$ cat src/rtl/tick_scheduler.sv
// Programmable tick generator: 1/2/4/100 Hz periods with run/pause/single-step control.
// Latency: tick and half are registered; tick is high the cycle after the terminal-count edge.
// Backpressure: none; inputs are sampled every clk edge, and clr has priority over run, which has priority over step.
//
// Ports:
//   clk, rst_n          : clock and asynchronous active-low reset
//   run, step, clr      : run level, single-period step pulse, synchronous clear pulse
//   rate_sel, rate_load : requested rate (00=1Hz 01=2Hz 10=4Hz 11=100Hz) and its capture pulse
//   tick, half          : end-of-period pulse and second-half-of-period square wave
//   state               : 00=IDLE 01=RUN 10=PAUSE 11=STEP
//   rate_act, rate_pend : rate in use; a loaded rate is waiting for the next wrap
module tick_scheduler #(
  parameter int CLK_HZ = 50000000,
  parameter int CW     = 28
) (
  input  logic       clk,
  input  logic       rst_n,
  input  logic       run,
  input  logic       step,
  input  logic       clr,
  input  logic [1:0] rate_sel,
  input  logic       rate_load,
  output logic       tick,
  output logic       half,
  output logic [1:0] state,
  output logic [1:0] rate_act,
  output logic       rate_pend
);

  typedef enum logic [1:0] {
    S_IDLE  = 2'b00,
    S_RUN   = 2'b01,
    S_PAUSE = 2'b10,
    S_STEP  = 2'b11
  } state_t;

  localparam logic [CW-1:0] DIV0 = CW'(CLK_HZ);
  localparam logic [CW-1:0] DIV1 = CW'(CLK_HZ / 2);
  localparam logic [CW-1:0] DIV2 = CW'(CLK_HZ / 4);
  localparam logic [CW-1:0] DIV3 = CW'(CLK_HZ / 100);

  state_t        st;
  logic [CW-1:0] cnt;
  logic [1:0]    rate_hold;

  logic [CW-1:0] div;
  logic [CW-1:0] div_m1;
  logic [CW-1:0] div_hf;
  logic [CW-1:0] cnt_inc;
  logic          counting;
  logic          at_term;
  logic          wrap;
  logic          eff_pend;
  logic [1:0]    eff_rate;
  logic          apply;

  assign state = st;

  // Period length for the rate currently in use.
  always_comb begin
    div = DIV0;
    case (rate_act)
      2'b00:   div = DIV0;
      2'b01:   div = DIV1;
      2'b10:   div = DIV2;
      default: div = DIV3;
    endcase
  end

  assign div_m1  = div - CW'(1);
  assign div_hf  = div >> 1;
  assign cnt_inc = cnt + CW'(1);

  // STEP keeps counting even when run takes it to RUN, so the period in
  // progress continues without a stall cycle.
  assign counting = ((st == S_RUN) && run) || (st == S_STEP);
  assign at_term  = (cnt == div_m1);
  assign wrap     = counting && at_term;

  // A rate_load on the same edge as a wrap (or in IDLE / under clr) is
  // applied directly, as if it had been pending already.
  assign eff_pend = rate_load | rate_pend;
  assign eff_rate = rate_load ? rate_sel : rate_hold;
  assign apply    = eff_pend && (clr || wrap || (st == S_IDLE));

  always_ff @(posedge clk or negedge rst_n) begin
    if (!rst_n) begin
      st        <= S_IDLE;
      cnt       <= '0;
      tick      <= 1'b0;
      half      <= 1'b0;
      rate_act  <= 2'b00;
      rate_pend <= 1'b0;
      rate_hold <= 2'b00;
    end else begin
      tick <= 1'b0;

      if (rate_load) begin
        rate_hold <= rate_sel;
      end

      if (apply) begin
        rate_act  <= eff_rate;
        rate_pend <= 1'b0;
      end else if (rate_load) begin
        rate_pend <= 1'b1;
      end

      if (clr) begin
        st   <= S_IDLE;
        cnt  <= '0;
        half <= 1'b0;
      end else begin
        case (st)
          S_IDLE: begin
            if (run)       st <= S_RUN;
            else if (step) st <= S_STEP;
          end
          S_RUN: begin
            if (!run)      st <= S_PAUSE;
          end
          S_PAUSE: begin
            if (run)       st <= S_RUN;
            else if (step) st <= S_STEP;
          end
          default: begin
            if (run)          st <= S_RUN;
            else if (at_term) st <= S_PAUSE;
          end
        endcase

        // Entering RUN/STEP from IDLE or PAUSE is not a counting edge, so
        // the first period out of IDLE is a full DIV cycles long.
        if (counting) begin
          if (at_term) begin
            cnt  <= '0;
            tick <= 1'b1;
            half <= 1'b0;
          end else begin
            cnt  <= cnt_inc;
            half <= (cnt_inc >= div_hf);
          end
        end
      end
    end
  end

endmodule

$ cat config.mk
export PLATFORM = sky130hd
export DESIGN_NAME = tick_scheduler
export DESIGN_NICKNAME = d
export VERILOG_FILES = /design/src/rtl/tick_scheduler.sv
export SDC_FILE = /design/constraint.sdc
export NUM_CORES = 1
export LEC_CHECK = 0
export CORE_ASPECT_RATIO = 1.4
export CORE_MARGIN = 1
export CORE_UTILIZATION = 60
export CTS_BUF_LIST = sky130_fd_sc_hd__clkbuf_16
export CTS_CLUSTER_SIZE = 24
export DETAILED_ROUTE_END_ITERATION = 6
export GPL_TIMING_DRIVEN = 0
export PLACE_DENSITY = 0.8
export SYNTH_ARGS = -nofsm -noshare
export SYNTH_HDL_FRONTEND = slang
export SYNTH_SLANG_ARGS = --single-unit
$ cat constraint.sdc
create_clock -name clk -period 4 [get_ports clk]
set_clock_uncertainty 0.1 [all_clocks]
set_input_delay 0.4 -clock clk [delete_from_list [all_inputs] [get_ports clk]]
set_output_delay 0.4 -clock clk [all_outputs]
set_load 0.005 [all_outputs]
# After elaboration in Yosys (flattened, before gate mapping)
# Cells that the tools add are included.
# totals
output_inout_bits,7
mem_bits_rw,0
mem_bits_ro,0
memories,0
input_bits,8
latch_bits,0
ff_bits,37
# op_classes
magnitude_cmp,1
n_mux,20
n_div,0
reduce_logical,13
eq_ne,8
shift,0
bitwise,1
n_addsub,2
mul,0
# ops
op,n
$mux W28,3
$pmux W26 S3,1
$add A28 B1 Y28 const B,1
$eq A28 B28 Y1,1
$ge A28 B27 Y1,1
$sub A28 B1 Y28 const B,1
$mux W2,7
$mux W1,8
$eq A2 B2 Y1 const B,3
$reduce_bool A5 Y1,1
$eq A2 B1 Y1 const B,2
$logic_not A2 Y1,2
$ne A4 B1 Y1 const B,1
$pmux W2 S2,1
$reduce_bool A2 Y1,2
$logic_and A1 B1 Y1,3
$logic_or A1 B1 Y1,3
$ne A3 B3 Y1 const B,1
$reduce_and A3 Y1,1
$reduce_or A2 Y1,1
$or A1 B1 Y1,1

# Depth between registers and ports, before layout
# depth
ltp_word,9
depth_mapped,14

# Worst setup path before layout
# OpenSTA, ideal clock, no wires.
# synth_timing
path_kind,register to register
startpoint,register cnt[0]
endpoint,register half
setup_ps,143
path_stages_with_launch,14
synth_period_minus_slack_ps,3105
n_path_buf,1
setup_slack_ps,895
required_time_ps,3757
arrival_ps,2862
path_cell_list,dfrtp_1 > ha_1 > nand3_1 > nor4_4 > and3_1 > clkbuf_1 > and3_1 > xor2_1 > ha_1 > and4_1 > nand4_1 > a21oi_1 > a2111oi_0 > a31oi_1
# synth_between
elab_chain_len,5
word_cells_on_any_way,6
# synth_rtl
element,line_no,source
"start, declared",43,logic [CW-1:0] cnt;
"start signal, assigned",140,cnt <= cnt_inc;
$add A28 B1 Y28,72,assign cnt_inc = cnt + CW'(1);
$ge A28 B27 Y1,141,half <= (cnt_inc >= div_hf);
$mux W1 *,135,if (at_term) begin
$mux W1 *,134,if (counting) begin
$mux W1 *,109,if (clr) begin
"end signal, assigned",141,
"end, declared",24,"output logic half,"
# Every way passes the cells marked *; elsewhere a longest branch is shown, timed or not. The select of a mux whose other input is x is not followed.
# A chain may end at the register's enable or synchronous reset.

# Final worst setup path
# Same ends and word-level chain as after synthesis.

==> metrics.txt <==
Fin Setup TNS 0 ns; die area 5230 µm²; clk buf depth 2; drt via density about 6.4; worst slew pin tran 0.843 ns; Syn-to-layout area delta 11.9%; Sw Pwr 0.000304 W; switch share 30.5%; sequential element share of the synthesized area 31.2%; port bufs 13; Arr. time, crit path between 3 and 4 ns; DP Cell Count 418; Req. time, crit path 4.04 ns; reg-to-reg slack, setup approximately 0.23 ns; Peak Freq 265 MHz; Clk Tree Root Cell clkbuf_16; Hold Buf Count CTS 0; die height 85.2 µm; Starting Density 63.8%; TritonCTS Buffers 5; Setup crit end kind flip-flop; Hold Fails Final Rpt 0; antenna cells 0; largest net degree at the start of global routing 38; WS Path Type flip-flop to flip-flop; prevailing post-synth register cell dfrtp_1; critical path peak fanout 6; gpl congestion 0.938; fraction of layout cells with a size suffix above 1 8.49%; final setup vio count 0; Comb power frac roughly 22%; asr flop ratio synth 100%; number of flops mapped to enable cells by yosys 0; Die X about 61 µm; Slew headroom 43.8%; final cycle utilization of the critical path ~94%; max-slew violations 0; # rows 29; Overflow after GRT 0; I/O pin count 15; drt drc 0; Final HPWL DP 5390 µm; first-pass GRT wire length about 12000 µm; WL/cell 17.4 µm; Skew-Pair Late Insertion Delay between 0.2 and 0.3 ns; Syn Nets about 380; flops & latches, synth 37; post-route ant nets 0; Cells after Synth 343; H-tree levels 2; DR pass1 iterations 5; Synth cell types 58; CTS tree built; fin crit period 3.77 ns; Flop pwr share 40.0%; maximum VDD drop 0.212 mV; top-count cell post-synth dfrtp_1; routed via count between 2000 and 3000; Avg Cell Area, Syn 8.65 µm²; vias in the first global route 2488; Pint 0.000693 W; final core utilization 71.4%; element type at the critical path start flip-flop; FF-to-FF path depth 13; detailed-route wire length 7430 µm; status finished clean; max cap viols 0; core area around 4600 µm²; Hold/Removal Path Class primary input to async pin; main area contributors after synthesis dfrtp_1 31%, ha_1 11%, a21oi_1 5.6%; unrepaired setup endpoints after global routing no; gr usage total 31.4%; Leak roughly 1.5 nW; initial antenna violation count 0; Layout Nets approximately 400; synthesized area 2970 µm²; clock sinks 37; proportion of power drawn by the clock network 37.8%; Yosys top cell by area dfrtp_1; Final Non-Filler Cells 427; worst r2r src cnt[0]$_DFFE_PN0P_; Synth top cells by count 37 x dfrtp_1, 33 x a21oi_1, 27 x ha_1, 27 x nand2_1, 23 x nand3_1; top-area cell type share of the netlist area 31.2%; PD cells 301 nW/µm²; Reg2Reg Capture Point half$_DFFE_PN0P_; Clock transition at path regs about 0.06 ns; Starting DRT DRC Count 269; Ys Warns 0
how the worst max path moves through the flow:
stage,start,end,cells past startpoint
2_1_floorplan,cnt[0]$_DFFE_PN0P_,half$_DFFE_PN0P_,13
3_3_place_gp,cnt[0]$_DFFE_PN0P_,half$_DFFE_PN0P_,13
3_5_place_dp,cnt[0]$_DFFE_PN0P_,half$_DFFE_PN0P_,13
4_1_cts,cnt[0]$_DFFE_PN0P_,half$_DFFE_PN0P_,13
5_1_grt,cnt[0]$_DFFE_PN0P_,half$_DFFE_PN0P_,13
6_report,cnt[0]$_DFFE_PN0P_,half$_DFFE_PN0P_,13
repair_timing:
action,in CTS,in global routing
setup buffers,0,1
resized for setup,0,1
setup endpoints to repair,0,1
critical path, stage by stage (launching register included):
cell and delay (ns):
dfrtp_1 0.44, ha_1 0.29, nand3_2 0.22, nor4_4 0.33
buf_4 0.20, nand3_1 0.13, xnor2_1 0.21, ha_1 0.27
a2111oi_0 0.43, o21ai_0 0.18, nand4_1 0.12, a21oi_1 0.05
a2111oi_0 0.51, a31oi_1 0.14
area by class of cell:
type	instances	area, µm²
tap	62	77.6
clock buffer	5	125
sequential	37	926
fill	385	1330
clock inverter	3	11.3
inverter	12	45.0
timing repair buffer	14	133
buffer	24	113
multi-input combinational	270	1890
flip-flops by register name (all words and copies together) (netlist names):
signal and count:
rate_act 2, rate_hold 2, half 1, tick 1, state 2, rate_pend 1, cnt 28
logic make-up after synthesis:
family | after synthesis | synth area share (%)
multiplexers | 7 | 2.53
flip-flops | 37 | 31.2
AO/OA/AOI/OAI | 81 | 17.6
XOR/XNOR | 26 | 7.68
buffers and inverters | 36 | 5.32
adder cells (fa/ha/maj) | 27 | 11.4
AND/OR/NAND/NOR | 129 | 24.3
routing by layer:
metal  vias up  part of all wire, %  routed length (µm)  track usage (%)
li1       1290                    -                   -                -
met1      1307                   43                3180             41.8
met2       120                   49                3660             51.8
met3        14                  5.7                 424             3.81
met4         0                  2.1                 155             10.3
met5         -                    0                   0                0
placed cells by master (no fill, tap or decap), drive strengths merged, types with 14 or more instances in the layout:
cell,count
a21oi,33
a31oi,15
buf,16
clkbuf,15
dfrtp,37
ha,27
inv,15
nand2,27
nand3,24
nand4,14
nor2,18
through the flow:
stage | cell area, µm² | setup slack, ns | total power (W) | hold slack (ns)
CTS | 3300 | 0.136 | 0.000993 | 0.156
finish | 3320 | 0.231 | 0.000997 | 0.119
detailed placement | 3170 | 0.156 | 0.000621 | 0.387
global placement | 3170 | 0.216 | 0.000615 | 0.381
floorplan | 2970 | 0.895 | 0.000547 | 0.00441
global route | 3320 | 0.0213 | 0.00104 | 0.212
power groups by stage:
stage | clock (W) | sequential (W) | combinational (W)
finish | 0.000376 | 0.000398 | 0.000222
detailed placement | 0 | 0.000405 | 0.000216
global route | 0.000394 | 0.000399 | 0.000247
global placement | 0 | 0.000404 | 0.000211
CTS | 0.000375 | 0.000398 | 0.000220
floorplan | 0 | 0.000401 | 0.000147
Power figures use the tool's default switching activity.
